### src/rtl/frame_load_sequencer.sv
// Run sequencer: loads NUM_RAMS memories from length-prefixed UART frames, runs the processor,
// then streams the result region back over UART Tx. Optional trailing checksum: FRAME_CHECKSUM_EN.
module frame_load_sequencer #(
    parameter int ADDR_W   = 18,
    parameter int DATA_W   = 8,
    parameter int NUM_RAMS = 2,
    parameter int SEL_W    = 1,
    parameter int RD_LAT   = 1
) (
    input  logic              clk,
    input  logic              reset,
    input  logic              start,
    input  logic              abort,
    input  logic              rx_dv,
    input  logic [DATA_W-1:0] rx_byte,
    output logic              mem_wen,
    output logic [SEL_W-1:0]  mem_sel,
    output logic [ADDR_W-1:0] mem_addr,
    output logic [DATA_W-1:0] mem_din,
    input  logic [DATA_W-1:0] mem_dout,
    output logic              proc_start_n,
    input  logic              proc_done,
    input  logic [ADDR_W-1:0] proc_tx_last,
    output logic              tx_dv,
    output logic [DATA_W-1:0] tx_byte,
    input  logic              tx_done,
    output logic [1:0]        mode,
    output logic [3:0]        state,
    output logic              load_done,
    output logic              tx_fin,
    output logic              err
);
    localparam int HDR_BYTES = (ADDR_W + DATA_W - 1) / DATA_W;
    localparam int HDR_W     = HDR_BYTES * DATA_W;
    localparam int HCNT_W    = $clog2(HDR_BYTES + 1);
    localparam int RCNT_W    = $clog2(RD_LAT + 1);

    typedef enum logic [3:0] {
        S_IDLE = 4'd0,
        S_HDR  = 4'd1,
        S_LOAD = 4'd2,
        S_CHK  = 4'd3,
        S_PROC = 4'd4,
        S_RD   = 4'd5,
        S_WAIT = 4'd6,
        S_DONE = 4'd7
    } state_t;

    state_t             cur_state, state_nxt;
    logic [SEL_W-1:0]   ram_idx, ram_idx_nxt;
    logic [ADDR_W-1:0]  addr, addr_nxt;
    logic [HDR_W-1:0]   len_sr, len_sr_nxt;
    logic [HCNT_W-1:0]  hdr_cnt, hdr_cnt_nxt;
    logic [ADDR_W-1:0]  tx_len, tx_len_nxt;
    logic [RCNT_W-1:0]  rd_cnt, rd_cnt_nxt;
    logic               mem_wen_nxt;
    logic [SEL_W-1:0]   mem_sel_nxt;
    logic [ADDR_W-1:0]  mem_addr_nxt;
    logic [DATA_W-1:0]  mem_din_nxt;
    logic               tx_dv_nxt;
    logic [DATA_W-1:0]  tx_byte_nxt;
    logic               load_done_nxt, tx_fin_nxt;
    logic               frame_end;
    logic [ADDR_W-1:0]  len;

    // Header bytes arrive LSB first, so each new byte enters at the top and slides down.
    assign len = len_sr[ADDR_W-1:0];

`ifdef FRAME_CHECKSUM_EN
    logic               err_q, err_nxt;
    logic [DATA_W-1:0]  csum, csum_nxt;
    assign err = err_q;
`else
    assign err = 1'b0;
`endif

    assign state        = cur_state;
    assign proc_start_n = (cur_state != S_PROC);

    always_comb begin
        case (cur_state)
            S_HDR, S_LOAD, S_CHK: mode = 2'd1;
            S_PROC:               mode = 2'd2;
            S_RD, S_WAIT:         mode = 2'd3;
            default:              mode = 2'd0;
        endcase
    end

    always_comb begin
        state_nxt     = cur_state;
        ram_idx_nxt   = ram_idx;
        addr_nxt      = addr;
        len_sr_nxt    = len_sr;
        hdr_cnt_nxt   = hdr_cnt;
        tx_len_nxt    = tx_len;
        rd_cnt_nxt    = rd_cnt;
        mem_wen_nxt   = 1'b0;
        mem_sel_nxt   = mem_sel;
        mem_addr_nxt  = mem_addr;
        mem_din_nxt   = mem_din;
        tx_dv_nxt     = 1'b0;
        tx_byte_nxt   = tx_byte;
        load_done_nxt = load_done;
        tx_fin_nxt    = tx_fin;
        frame_end     = 1'b0;
`ifdef FRAME_CHECKSUM_EN
        err_nxt       = err_q;
        csum_nxt      = csum;
`endif
        case (cur_state)
            S_IDLE, S_DONE: begin
                if (start) begin
                    state_nxt     = S_HDR;
                    ram_idx_nxt   = '0;
                    hdr_cnt_nxt   = '0;
                    len_sr_nxt    = '0;
                    load_done_nxt = 1'b0;
                    tx_fin_nxt    = 1'b0;
`ifdef FRAME_CHECKSUM_EN
                    err_nxt       = 1'b0;
`endif
                end
            end
            S_HDR: begin
                if (rx_dv) begin
                    len_sr_nxt = (len_sr >> DATA_W) | (HDR_W'(rx_byte) << (HDR_W - DATA_W));
                    if (hdr_cnt == HCNT_W'(HDR_BYTES - 1)) begin
                        hdr_cnt_nxt = '0;
                        addr_nxt    = '0;
                        state_nxt   = S_LOAD;
`ifdef FRAME_CHECKSUM_EN
                        csum_nxt    = '0;
`endif
                    end else begin
                        hdr_cnt_nxt = hdr_cnt + 1'b1;
                    end
                end
            end
            S_LOAD: begin
                if (rx_dv) begin
                    mem_wen_nxt  = 1'b1;
                    mem_sel_nxt  = ram_idx;
                    mem_addr_nxt = addr;
                    mem_din_nxt  = rx_byte;
`ifdef FRAME_CHECKSUM_EN
                    csum_nxt     = csum + rx_byte;
`endif
                    if (addr == len) begin
`ifdef FRAME_CHECKSUM_EN
                        state_nxt = S_CHK;
`else
                        frame_end = 1'b1;
`endif
                    end else begin
                        addr_nxt = addr + 1'b1;
                    end
                end
            end
`ifdef FRAME_CHECKSUM_EN
            S_CHK: begin
                if (rx_dv) begin
                    if (rx_byte == csum) begin
                        frame_end = 1'b1;
                    end else begin
                        err_nxt   = 1'b1;
                        state_nxt = S_IDLE;
                    end
                end
            end
`endif
            S_PROC: begin
                if (proc_done) begin
                    tx_len_nxt   = proc_tx_last;
                    addr_nxt     = '0;
                    mem_sel_nxt  = '0;
                    mem_addr_nxt = '0;
                    rd_cnt_nxt   = '0;
                    state_nxt    = S_RD;
                end
            end
            S_RD: begin
                // mem_addr was set on entry, so after RD_LAT further cycles mem_dout is settled.
                if (rd_cnt == RCNT_W'(RD_LAT)) begin
                    tx_byte_nxt = mem_dout;
                    tx_dv_nxt   = 1'b1;
                    state_nxt   = S_WAIT;
                end else begin
                    rd_cnt_nxt = rd_cnt + 1'b1;
                end
            end
            S_WAIT: begin
                if (tx_done) begin
                    if (addr == tx_len) begin
                        tx_fin_nxt = 1'b1;
                        state_nxt  = S_DONE;
                    end else begin
                        addr_nxt     = addr + 1'b1;
                        mem_addr_nxt = addr + 1'b1;
                        rd_cnt_nxt   = '0;
                        state_nxt    = S_RD;
                    end
                end
            end
            default: state_nxt = S_IDLE;
        endcase

        if (frame_end) begin
            if (ram_idx == SEL_W'(NUM_RAMS - 1)) begin
                load_done_nxt = 1'b1;
                state_nxt     = S_PROC;
            end else begin
                ram_idx_nxt = ram_idx + 1'b1;
                hdr_cnt_nxt = '0;
                state_nxt   = S_HDR;
            end
        end

        // Abort discards everything in flight, including a byte arriving this cycle; err survives.
        if (abort) begin
            state_nxt     = S_IDLE;
            ram_idx_nxt   = '0;
            addr_nxt      = '0;
            len_sr_nxt    = '0;
            hdr_cnt_nxt   = '0;
            tx_len_nxt    = '0;
            rd_cnt_nxt    = '0;
            mem_wen_nxt   = 1'b0;
            mem_sel_nxt   = '0;
            mem_addr_nxt  = '0;
            mem_din_nxt   = '0;
            tx_dv_nxt     = 1'b0;
            tx_byte_nxt   = '0;
            load_done_nxt = 1'b0;
            tx_fin_nxt    = 1'b0;
`ifdef FRAME_CHECKSUM_EN
            csum_nxt      = '0;
`endif
        end
    end

    always_ff @(posedge clk or negedge reset) begin
        if (!reset) begin
            cur_state <= S_IDLE;
            ram_idx   <= '0;
            addr      <= '0;
            len_sr    <= '0;
            hdr_cnt   <= '0;
            tx_len    <= '0;
            rd_cnt    <= '0;
            mem_wen   <= 1'b0;
            mem_sel   <= '0;
            mem_addr  <= '0;
            mem_din   <= '0;
            tx_dv     <= 1'b0;
            tx_byte   <= '0;
            load_done <= 1'b0;
            tx_fin    <= 1'b0;
`ifdef FRAME_CHECKSUM_EN
            err_q     <= 1'b0;
            csum      <= '0;
`endif
        end else begin
            cur_state <= state_nxt;
            ram_idx   <= ram_idx_nxt;
            addr      <= addr_nxt;
            len_sr    <= len_sr_nxt;
            hdr_cnt   <= hdr_cnt_nxt;
            tx_len    <= tx_len_nxt;
            rd_cnt    <= rd_cnt_nxt;
            mem_wen   <= mem_wen_nxt;
            mem_sel   <= mem_sel_nxt;
            mem_addr  <= mem_addr_nxt;
            mem_din   <= mem_din_nxt;
            tx_dv     <= tx_dv_nxt;
            tx_byte   <= tx_byte_nxt;
            load_done <= load_done_nxt;
            tx_fin    <= tx_fin_nxt;
`ifdef FRAME_CHECKSUM_EN
            err_q     <= err_nxt;
            csum      <= csum_nxt;
`endif
        end
    end
endmodule

### config.mk
export PLATFORM = sky130hd
export DESIGN_NAME = frame_load_sequencer
export DESIGN_NICKNAME = d
export VERILOG_FILES = /design/src/rtl/frame_load_sequencer.sv
export SDC_FILE = /design/constraint.sdc
export NUM_CORES = 1
export LEC_CHECK = 0
export BUFFER_PORTS_ARGS = -buffer_cell sky130_fd_sc_hd__clkbuf_2
export CORE_UTILIZATION = 50
export DETAILED_ROUTE_END_ITERATION = 10
export PLACE_DENSITY = 0.69
export SLEW_MARGIN = 30
export SYNTH_ARGS = -nofsm -noshare
export SYNTH_HDL_FRONTEND = slang
export SYNTH_SLANG_ARGS = --single-unit
### constraint.sdc
create_clock -name clk -period 3.84 [get_ports clk]
set_input_delay 0.96 -clock clk [delete_from_list [all_inputs] [get_ports clk]]
set_output_delay 0.96 -clock clk [all_outputs]
set_load 0.1 [all_outputs]
=== Word level (Yosys, flattened, before mapping) ===
Index checks and enable logic that the tools add are counted.

* Output and inout port bits: 47
* Input port bits: 41
* Register bits: 107

* Mux-type cells: 77
* Bitwise gates (word level): 1
* Eq/ne operators: 27
* Add/sub/neg operators: 4
* Reduce and logical (&&, ||, !) cells: 26

{| class="wikitable"
|+ Operator list
! kind !! number
|-
| 18-bit two-way mux || 13
|-
| 24-bit two-way mux || 3
|-
| 18-bit one-hot mux with 4 select lines || 1
|-
| 18-bit one-hot mux with 3 select lines || 1
|-
| 8-bit two-way mux || 6
|-
| 24-bit one-hot mux with 2 select lines || 1
|-
| 18-bit equality test || 2
|-
| 4-bit two-way mux || 8
|-
| 1-bit two-way mux || 30
|-
| 3-bit != test, second input constant || 10
|-
| 4-bit != test, second input constant || 6
|-
| 16-bit by 24-bit bitwise OR with 24-bit output || 1
|-
| 4-bit one-hot mux with 6 select lines || 1
|-
| 18-bit by 1-bit adder with 18-bit output, second input constant || 1
|-
| 4-bit by 3-bit equality test with 1-bit output, second input constant || 4
|-
| 2-bit two-way mux || 7
|-
| 2-bit nonzero test || 6
|-
| 3-bit nonzero test || 3
|-
| 4-bit by 2-bit equality test with 1-bit output, second input constant || 2
|-
| 4-bit AND reduction || 2
|-
| 8-bit AND reduction || 1
|-
| 4-bit nonzero test || 2
|-
| 7-bit AND reduction || 1
|-
| 2-bit one-hot mux with 3 select lines || 1
|-
| 16 further kinds || 22
|}

=== Depth between registers and ports, before layout ===
Gate-level depths: netlist of the first run.

* Depth after elaboration: 7
* Gate-level depth with buffers: 10
* Mapped depth without buffers: 7

=== Worst setup path before layout of the first run ===
OpenSTA, ideal clock, no wires.

* Path kind: reg-to-output
* Start point: reg cur_state[2] (netlist: state[2])
* End point: out mode[1]
* Slack: -137 ps
* Stages on the path, launching flop included: 5
* Required time: 2880 ps
* Arrival time: 3017 ps
* Cells stage by stage: dfrtp_1 > buf_2 > inv_1 > clkbuf_1 > a21oi_1

* Longest elaborated chain between the ends: 3
* Elaborated cells on any way between the ends: 9
* Classes of those cells: eq/ne: 6; mux: 1; reduce/logical: 2

{| class="wikitable"
|+ RTL lines
! element !! line !! RTL
|-
| from (decl) || 49 || <nowiki>state_t cur_state, state_nxt;</nowiki>
|-
| from (signal assigned) || 263 || <nowiki>cur_state <= state_nxt;</nowiki>
|-
| 4-bit by 2-bit equality test with 1-bit output, or another cell as far along || 81 || <nowiki>case (cur_state)</nowiki>
|-
| 3-bit OR reduction / 2-bit OR reduction (equally long branches) || 81 ||
|-
| 2-bit one-hot mux with 3 select lines (*) || 81 ||
|-
| to (decl) || 27 || <nowiki>output logic [1:0] mode,</nowiki>
|}

Mark *: on every way between the ends. The rest lies on a longest branch, timed or not.

=== Worst setup path after layout of the first run ===
* Start point: reg cur_state[2] (netlist: state[2])
* End point: out mode[0]

The elaborated chain is that of the path after synthesis.

==> results of run 1 <==
[worst register-to-register path: stages, from the launching register on]
cell and delay (ps):
sky130_fd_sc_hd__dfrtp_1 760, sky130_fd_sc_hd__nor3b_2 280, sky130_fd_sc_hd__buf_4 170, sky130_fd_sc_hd__nand2_1 50, sky130_fd_sc_hd__buf_4 220, sky130_fd_sc_hd__o31ai_4 750
sky130_fd_sc_hd__buf_4 370, sky130_fd_sc_hd__o21ai_0 140, sky130_fd_sc_hd__o31ai_1 120
[layout make-up]
class                   count  area (µm²)  area share (%)
multi-input cells         475        2830            43.5
repair buffers             98         526            8.08
clock inverters             5        38.8           0.597
flip-flops and latches    106        2650            40.8
well taps                 140         175            2.69
inverters                   7        26.3           0.404
clock buffers              11         253            3.89
[layer usage]
layer | track usage [%] | share of wire [%] | vias to the layer above
met4 | 10.0 | 2.0 | 0
met5 | 0 | 0 | -
met1 | 33.8 | 43 | 2355
met2 | 40.3 | 47 | 206
li1 | - | - | 2362
met3 | 6.05 | 7.4 | 26
[per-stage QoR]
stage	std cells	util (%)	area, µm²
global placement	826	56.2	6200
CTS	842	58.8	6490
global route	842	58.9	6500
floorplan	645	-	5780
detailed placement	826	56.2	6200
finish	842	58.9	6500
[flip-flops by register name (all words and copies together), names as in the netlist]
name and count:
mem_sel 1, state 3, tx_dv 1, ram_idx 1, tx_len 18, len_sr 24
addr 18, mem_wen 1, tx_fin 1, mem_addr 18, tx_byte 8, load_done 1
mem_din 8, hdr_cnt 2, rd_cnt 1
[power breakdown]
group | switching, mW | internal (mW) | total (mW)
Clock | 0.431 | 0.478 | 0.909
Combinational | 0.695 | 0.231 | 0.926
Sequential | 0.110 | 1.18 | 1.29
Total | 1.24 | 1.89 | 3.12
[placed cells by master (no fill, tap or decap), types with 3 or more instances in the layout]
cell type / instances
sky130_fd_sc_hd__o21ai_0: 74
sky130_fd_sc_hd__nor2b_1: 5
sky130_fd_sc_hd__xor2_1: 37
sky130_fd_sc_hd__o21ai_1: 3
sky130_fd_sc_hd__o31ai_1: 22
sky130_fd_sc_hd__nand3_1: 20
sky130_fd_sc_hd__nand4_1: 4
sky130_fd_sc_hd__nor3_1: 8
sky130_fd_sc_hd__nor4_1: 8
sky130_fd_sc_hd__buf_4: 14
sky130_fd_sc_hd__clkbuf_2: 84
sky130_fd_sc_hd__nand2_1: 123
sky130_fd_sc_hd__o41ai_1: 13
sky130_fd_sc_hd__a311oi_1: 6
sky130_fd_sc_hd__a21oi_1: 26
sky130_fd_sc_hd__mux2_4: 10
sky130_fd_sc_hd__mux2_2: 4
sky130_fd_sc_hd__nand2b_1: 6
sky130_fd_sc_hd__nor2_1: 36
sky130_fd_sc_hd__nor3b_1: 4
sky130_fd_sc_hd__dfrtp_1: 106
sky130_fd_sc_hd__a22o_1: 8
sky130_fd_sc_hd__clkinv_4: 3
sky130_fd_sc_hd__clkbuf_16: 9
sky130_fd_sc_hd__and2_1: 5
sky130_fd_sc_hd__and3_1: 10
sky130_fd_sc_hd__inv_1: 7
[logic make-up (layout without fill, tap and decap cells)]
logic type	after synthesis	count (layout)	share of synthesized area, %
flops	106	106	46.0
xor+xnor	39	39	5.92
mux	15	15	3.56
fa+ha+maj	1	1	0.217
other cells	1	2	0.0650
buf+inv	64	121	5.62
simple gates	242	242	19.4
compound gates	176	176	19.3
[cell usage after synthesis (2+ instances only)]
cell | n | share of area [%]
sky130_fd_sc_hd__a211oi_1 | 2 | 0.26
sky130_fd_sc_hd__a21oi_1 | 27 | 2.3
sky130_fd_sc_hd__a22o_1 | 8 | 1.2
sky130_fd_sc_hd__a22oi_1 | 2 | 0.26
sky130_fd_sc_hd__a311oi_1 | 6 | 0.91
sky130_fd_sc_hd__a31oi_1 | 3 | 0.33
sky130_fd_sc_hd__and2_1 | 5 | 0.54
sky130_fd_sc_hd__and3_1 | 10 | 1.1
sky130_fd_sc_hd__buf_2 | 19 | 1.6
sky130_fd_sc_hd__buf_4 | 6 | 0.78
sky130_fd_sc_hd__buf_6 | 5 | 0.98
sky130_fd_sc_hd__clkbuf_1 | 26 | 1.7
sky130_fd_sc_hd__dfrtp_1 | 106 | 46
sky130_fd_sc_hd__inv_1 | 7 | 0.46
sky130_fd_sc_hd__mux2_2 | 4 | 0.78
sky130_fd_sc_hd__mux2_4 | 10 | 2.6
sky130_fd_sc_hd__nand2_1 | 123 | 8.0
sky130_fd_sc_hd__nand2b_1 | 6 | 0.65
sky130_fd_sc_hd__nand3_1 | 20 | 1.7
sky130_fd_sc_hd__nand4_1 | 4 | 0.43
sky130_fd_sc_hd__nor2_1 | 36 | 2.3
sky130_fd_sc_hd__nor2b_1 | 5 | 0.54
sky130_fd_sc_hd__nor3_1 | 9 | 0.78
sky130_fd_sc_hd__nor3b_1 | 4 | 0.52
sky130_fd_sc_hd__nor4_1 | 8 | 0.87
sky130_fd_sc_hd__nor4_2 | 2 | 0.43
sky130_fd_sc_hd__o211ai_1 | 2 | 0.26
sky130_fd_sc_hd__o21a_1 | 2 | 0.26
sky130_fd_sc_hd__o21ai_0 | 74 | 6.4
sky130_fd_sc_hd__o21ai_1 | 3 | 0.26
sky130_fd_sc_hd__o31a_1 | 2 | 0.30
sky130_fd_sc_hd__o31ai_1 | 22 | 2.9
sky130_fd_sc_hd__o41ai_1 | 13 | 2.0
sky130_fd_sc_hd__or2_2 | 2 | 0.22
sky130_fd_sc_hd__or3_1 | 2 | 0.22
sky130_fd_sc_hd__xnor2_1 | 2 | 0.30
sky130_fd_sc_hd__xor2_1 | 37 | 5.6
[worst max-delay path by stage]
stage,start,to,slack [ps],depth (start not counted)
after floorplan,state[2]$_DFFE_PN0P_,mode[0],80,5
after global placement,abort,mem_addr[3]$_DFFE_PN0P_,760,8
after detailed placement,abort,mem_addr[11]$_DFFE_PN0P_,690,8
after CTS,state[2]$_DFFE_PN0P_,mode[0],600,4
after global routing,state[2]$_DFFE_PN0P_,mode[0],360,4
final,state[2]$_DFFE_PN0P_,mode[0],540,4
==> parameters.txt, run 1 <==
Parameter                              Value

Run status
  Status ... completed

Synthesis
  Number of synthesized flops with an enable pin ... 0
  Asr flop ratio synth ... 100%
  Synthesized area per cell ... 8.96 µm²
  Flip-flop cell with the highest count after synthesis ... sky130_fd_sc_hd__dfrtp_1
  Seq/Total Area, Yosys ... 46.0%
  Yosys warning total ... 0
  Number of distinct library cells after synthesis ... 57
  Synthesized instance count ... 644
  Summed instance area of the synthesized netlist ... 5770 µm²
  Post-synthesis register bit count ... 106

Timing
  RSZ-0062 raised after global routing ... false
  Part of the cycle the worst path needs ... 85.9%
  Min Hold Slack ... 488 ps
  Post-route worst setup slack ... 543 ps
  Post-Route Setup TNS ... 0 ps
  Number of hold-slack violations in the final timing report ... 0
  Final setup vio count ... 0
  Max Freq ... 303 MHz
  Shortest clock period the worst path allows after layout ... 3300 ps
  Number of slew-limit violations in the final report ... 0
  Worst slew margin relative to its limit ... 41.3%
  Clock skew after layout ... 7.32 ps
  Transition time of the tightest slew-check pin ... 875 ps

Min path
  Startpoint of the lowest-slack hold path ... len_sr[22]$_DFFE_PN0P_
  Endpoint of the worst hold-timing path ... len_sr[22]$_DFFE_PN0P_
  Min-Delay Path Class ... reg -> reg
  Number of cells traversed by the worst hold path ... 2

Clock network
  Number of hold buffers added after CTS ... 0
  CTS H-Tree Depth ... 3
  Clk sink count ... 106
  Clock input transition at the sequential cells of the worst setup and hold paths ... 70 ps
  Clock latency at the later pin of the worst-skew pair ... 350 ps
  CTS buffer count ... 9
  Count of cells resized by post-cts repair ... 0
  Clock tree from TritonCTS ... built
  Maximum count of clock buffers along a single path ... 2
  Post-CTS setup-driven buffer insertion count ... 0
  Clk root buf ... sky130_fd_sc_hd__clkbuf_16

Setup path
  Critical Path AT ... 2340 ps
  Slowest-stage cell, CP ... sky130_fd_sc_hd__dfrtp_1
  CP Cell Sequence ... inv_1, nor3_1, nor2_1, clkbuf_2
  Crit-path max FO ... 24
  Top delay family on crit path ... flip-flops
  Setup crit start kind ... register
  Startpoint of the lowest-slack register-to-register path ... state[1]$_DFFE_PN0P_
  Critical path buffer and inverter count ... 2
  Worst reg-to-reg path cell count ... 8
  Maximum cell stage delay along the critical path ... 820 ps
  Capture instance of the worst register-to-register path ... addr[0]$_DFFE_PN0P_
  Critical path class ... reg -> out
  Type of destination of the critical path ... primary output
  Flop2flop setup slack ... 860 ps
  WP data required ... 2880 ps

Routing
  DR WL/cell ... 17.3 µm
  Via-to-Cell Ratio ... 5.88
  Number of violations reported at the end of detailed-routing iteration 0 ... 383
  Remaining number of nets flagged by the antenna check after routing ... 0
  DR DRC count ... 0
  Total wire length ... 14500 µm
  Routed vias ... 4949
  Count of TritonRoute iterations in the first routing pass ... 5

Final layout
  Filler cell count ... 1012
  Number of nets in the layout ... 739
  Fraction of final layout cells with drive strength greater than 1 ... 19.8%
  Number of inserted diodes ... 0
  Area growth from synthesis to final layout ... 12.7%

Die
  Starting density of the core ... 52.3%
  Die outline width ... 109 µm
  Top-level I/O count ... 88
  Die Area ... 12000 µm²
  Die Ht ... 109 µm
  Core region area ... 11000 µm²
  Std-Cell Rows ... 38

Placed design
  Final Wtd Congestion ... 0.931
  Number of buffers inserted by port buffering ... 85
  Placement Setup Slack ... 693 ps
  Half-perimeter wire length of the detailed placement result ... 10100 µm

Global routing
  Via count of the first global-routing pass ... 4750
  Wire length of the first global-routing pass ... 23400 µm
  Global router's overall resource usage ... 25.5%
  Antenna violations before repair ... 0
  Maximum number of pins on one net before global-route repair ... 55
  GR Overflow Total ... 0

Power and ir drop
  Peak VDD IR ... 0.255 mV
  Total power of the final layout ... 3.12 mW
  Pwr dens ... 481 nW/µm²
  Leakage power ... 3.11 nW

Job
  Number of maximum-capacitance constraint violations ... 0
Note: power is estimated with default switching activity, not from simulation.
==> run 2: changes to the inputs <==
ABC_AREA = 1   (was not set)
CAP_MARGIN = 30   (was not set)
==> parameters.txt, run 2 <==
Parameter                              Value

Run status
  Status ... completed

Synthesis
  Synthesized instance count ... 795 (+23%)
  Number of distinct library cells after synthesis ... 33 (-42%)
  Asr flop ratio synth ... 100% (unchanged)
  Number of synthesized flops with an enable pin ... 0 (unchanged)
  Yosys warning total ... 0 (unchanged)
  Flip-flop cell with the highest count after synthesis ... sky130_fd_sc_hd__dfrtp_1
  Area fraction in compound gates after synthesis ... 7.59% (-12 points)
  Seq/Total Area, Yosys ... 45.8% (-0.13 points)
  Mux share of post-synthesis cell area ... 0% (-3.6 points)
  Most frequent cells after synthesis ... sky130_fd_sc_hd__nand2_1, sky130_fd_sc_hd__dfrtp_1, sky130_fd_sc_hd__nand3_1
  Main area contributors after synthesis ... sky130_fd_sc_hd__dfrtp_1, sky130_fd_sc_hd__nand2_1, sky130_fd_sc_hd__nand3_1
  Synthesized area per cell ... 7.28 µm² (-19%)
  Most common cell in the netlist ... sky130_fd_sc_hd__nand2_1
  Arithmetic-cell share of the synthesized area counting full adders, half adders and majority gates ... 0.216% (-0.00061 points)
  Share of Yosys cell area claimed by the top area cell type ... 45.8% (-0.13 points)
  Post-synthesis register bit count ... 106 (unchanged)
  Library cell occupying the most area in the post-synthesis netlist ... sky130_fd_sc_hd__dfrtp_1
  Summed instance area of the synthesized netlist ... 5790 µm² (+0.28%)
  Main combinational cell family by area after synthesis ... simple AND/OR/NAND/NOR gates
  Synth Area in Simple Gates ... 35.4% (+16 points)
  Xor/xnor cell area share of the yosys netlist ... 2.57% (-3.3 points)

Power and ir drop
  Switch share ... 44.4% (+4.9 points)
  Share of total power in combinational logic ... 38.3% (+8.7 points)
  Pwr dens ... 558 nW/µm² (+16%)
  Internal cell power ... 2.04 mW (+8.2%)
  Total power of the final layout ... 3.68 mW (+18%)
  Total net switching power ... 1.63 mW (+32%)
  Peak VDD IR ... 0.394 mV (+54%)
  Leakage power ... 3.38 nW (+8.9%)
  Part of the power in registers ... 35.7% (-5.6 points)
  Relative contribution of the clock network to total power ... 26.1% (-3.0 points)

Routing
  Total wire length ... 15700 µm (+7.9%)
  Count of TritonRoute iterations in the first routing pass ... 5 (unchanged)
  DR DRC count ... 0 (unchanged)
  Remaining number of nets flagged by the antenna check after routing ... 0 (unchanged)
  DR WL/cell ... 15.6 µm (-9.9%)
  Routed vias ... 5471 (+11%)
  Number of violations reported at the end of detailed-routing iteration 0 ... 488 (+27%)
  Via-to-Cell Ratio ... 5.42 (-7.7%)

Setup path
  Slowest-stage cell, CP ... sky130_fd_sc_hd__nand2_1
  Setup crit start kind ... register
  CP Cell Sequence ... inv_2, nand2_4, nor2_2, nand2_4, nor2_1, clkinv_1, nand2_2, a21oi_2, nand2_1, o21ai_0
  Top delay family on crit path ... simple AND/OR/NAND/NOR gates
  Crit-path max FO ... 30 (+25%)
  Maximum cell stage delay along the critical path ... 630 ps (-190 ps)
  Critical path buffer and inverter count ... 2 (unchanged)
  Type of destination of the critical path ... register
  Critical path class ... reg -> reg
  WP data required ... 4040 ps (+1160 ps)
  Worst reg-to-reg path cell count ... 10 (+2)
  Worst path depth ... 10 (+6)
  Critical Path AT ... 3030 ps (+690 ps)
  Most common cell on crit path ... sky130_fd_sc_hd__nand2_4

Die
  Die Ht ... 110 µm (+0.14%)
  Die Area ... 12000 µm² (+0.28%)
  Std-Cell Rows ... 38 (unchanged)
  Starting density of the core ... 52.2% (-0.078 points)
  Die outline width ... 110 µm (+0.14%)
  Core region area ... 11100 µm² (+0.43%)
  Top-level I/O count ... 88 (unchanged)

Global routing
  GR Overflow Total ... 0 (unchanged)
  GR met2 Demand/Resource ... 45.2% (+4.9 points)
  Wire length of the first global-routing pass ... 26100 µm (+11%)
  Global-route track usage on met1 ... 39.4% (+5.6 points)
  Antenna violations before repair ... 0 (unchanged)
  Maximum number of pins on one net before global-route repair ... 60 (+9.1%)
  Global-route layer with the greatest usage ... met2
  Via count of the first global-routing pass ... 5147 (+8.4%)
  Met3 Use GR ... 4.39% (-1.7 points)
  Global router's overall resource usage ... 28.7% (+3.3 points)

Timing
  Final setup vio count ... 0 (unchanged)
  Number of hold-slack violations in the final timing report ... 0 (unchanged)
  Transition time of the tightest slew-check pin ... 808 ps (-66.9 ps)
  RSZ-0062 raised after global routing ... false
  Number of slew-limit violations in the final report ... 0 (unchanged)
  Worst slew margin relative to its limit ... 46.0% (+4.7 points)
  Part of the cycle the worst path needs ... 73.7% (-12 points)
  Post-Route Setup TNS ... 0 ps (unchanged)
  Shortest clock period the worst path allows after layout ... 2830 ps (-468 ps)
  Clock skew after layout ... 11.4 ps (+4.12 ps)
  Max Freq ... 354 MHz (+17%)

Min path
  Number of cells traversed by the worst hold path ... 2 (unchanged)
  Min-Delay Path Class ... reg -> reg

Clock network
  CTS H-Tree Depth ... 3 (unchanged)
  Number of hold buffers added after CTS ... 0 (unchanged)
  Clk root buf ... sky130_fd_sc_hd__clkbuf_16
  CTS buffer count ... 9 (unchanged)
  Clock tree from TritonCTS ... built
  Post-CTS setup-driven buffer insertion count ... 0 (unchanged)
  Maximum count of clock buffers along a single path ... 2 (unchanged)
  Count of cells resized by post-cts repair ... 0 (unchanged)
  Clock latency at the later pin of the worst-skew pair ... 360 ps (about the same)
  Clk sink count ... 106 (unchanged)
  Clock input transition at the sequential cells of the worst setup and hold paths ... 70 ps (about the same)

Placed design
  Number of buffers inserted by port buffering ... 85 (unchanged)
  Half-perimeter wire length of the detailed placement result ... 11400 µm (+13%)
  Final Wtd Congestion ... 0.910 (-2.3%)

Final layout
  Most common cell after layout, fill and taps aside ... sky130_fd_sc_hd__nand2_1
  Fraction of final layout cells with drive strength greater than 1 ... 14.5% (-5.3 points)
  Multi-input combinational cell area ... 2660 µm² (-5.9%)
  Area used by sequential logic in the layout ... 2650 µm² (unchanged)
  Area growth from synthesis to final layout ... 13.8%
  Number of nets in the layout ... 906 (+23%)
  Register ranked first by flip-flop count ... len_sr
  Number of flip-flops under the largest register name ... 24 (unchanged)
  Number of inserted diodes ... 0 (unchanged)
  Most frequent cells in the layout ... sky130_fd_sc_hd__nand2_1, sky130_fd_sc_hd__dfrtp_1, sky130_fd_sc_hd__nand3_1
  Filler cell count ... 1084 (+7.1%)

Job
  Number of maximum-capacitance constraint violations ... 0 (unchanged)
## run 2: power by group through the flow
stage                     logic [mW]  registers, mW  clock network [mW]
after floorplan                0.851           1.58                   0
after global placement          1.39           1.33                   0
after detailed placement        1.40           1.33                   0
after CTS                       1.40           1.31               0.977
after global routing            1.54           1.32                1.02
final                           1.41           1.31               0.958
## run 2: tightest hold or removal path, delay by kind of cell (launching register included)
kind / cells / cell delay, ps
and+or+nand+nor: 2 / 100
DFF: 1 / 350
## run 2: layout make-up
type	instances	share of cell area, %
clock buffer	11	3.69
clock inverter	5	0.931
inverter	78	4.45
multi-input combinational	576	40.4
sequential	106	40.3
tap	140	2.66
timing repair buffer	93	7.60
## run 2: routing by layer
layer  wire length (µm)  up-vias
li1                   -     2698
met1               7200     2534
met2               7180      208
met3                868       31
met4                447        0
met5                  0        -
## run 2: cells by family after synthesis
logic type | Yosys count
simple gates | 474
buf+inv | 114
flops | 106
compound gates | 82
xor+xnor | 17
fa+ha+maj | 1
other cells | 1
## run 2: path summary, 6_finish.rpt
path                                          startpoint                  endpoint  slack (ps)
worst max-delay path                state[0]$_DFFE_PN0P_  mem_addr[11]$_DFFE_PN0P_        1010
worst min-delay path            mem_addr[10]$_DFFE_PN0P_  mem_addr[10]$_DFFE_PN0P_         480
worst max register to register      state[0]$_DFFE_PN0P_  mem_addr[11]$_DFFE_PN0P_        1010
worst min register to register  mem_addr[10]$_DFFE_PN0P_  mem_addr[10]$_DFFE_PN0P_         480
max in group asynchronous                          reset         ram_idx$_DFF_PN0_        2440
min in group asynchronous                          reset      addr[12]$_DFFE_PN0P_         620
## run 2: metrics by stage
step,util (%),area (µm²),setup WS (ps),instances,hold slack [ps]
after floorplan,-,5790,651,796,463
after CTS,59.5,6590,1010,1009,484
final,59.5,6590,1010,1009,478
after global routing,59.5,6590,654,1009,514
after detailed placement,56.7,6280,768,993,466
after global placement,56.7,6280,905,993,459
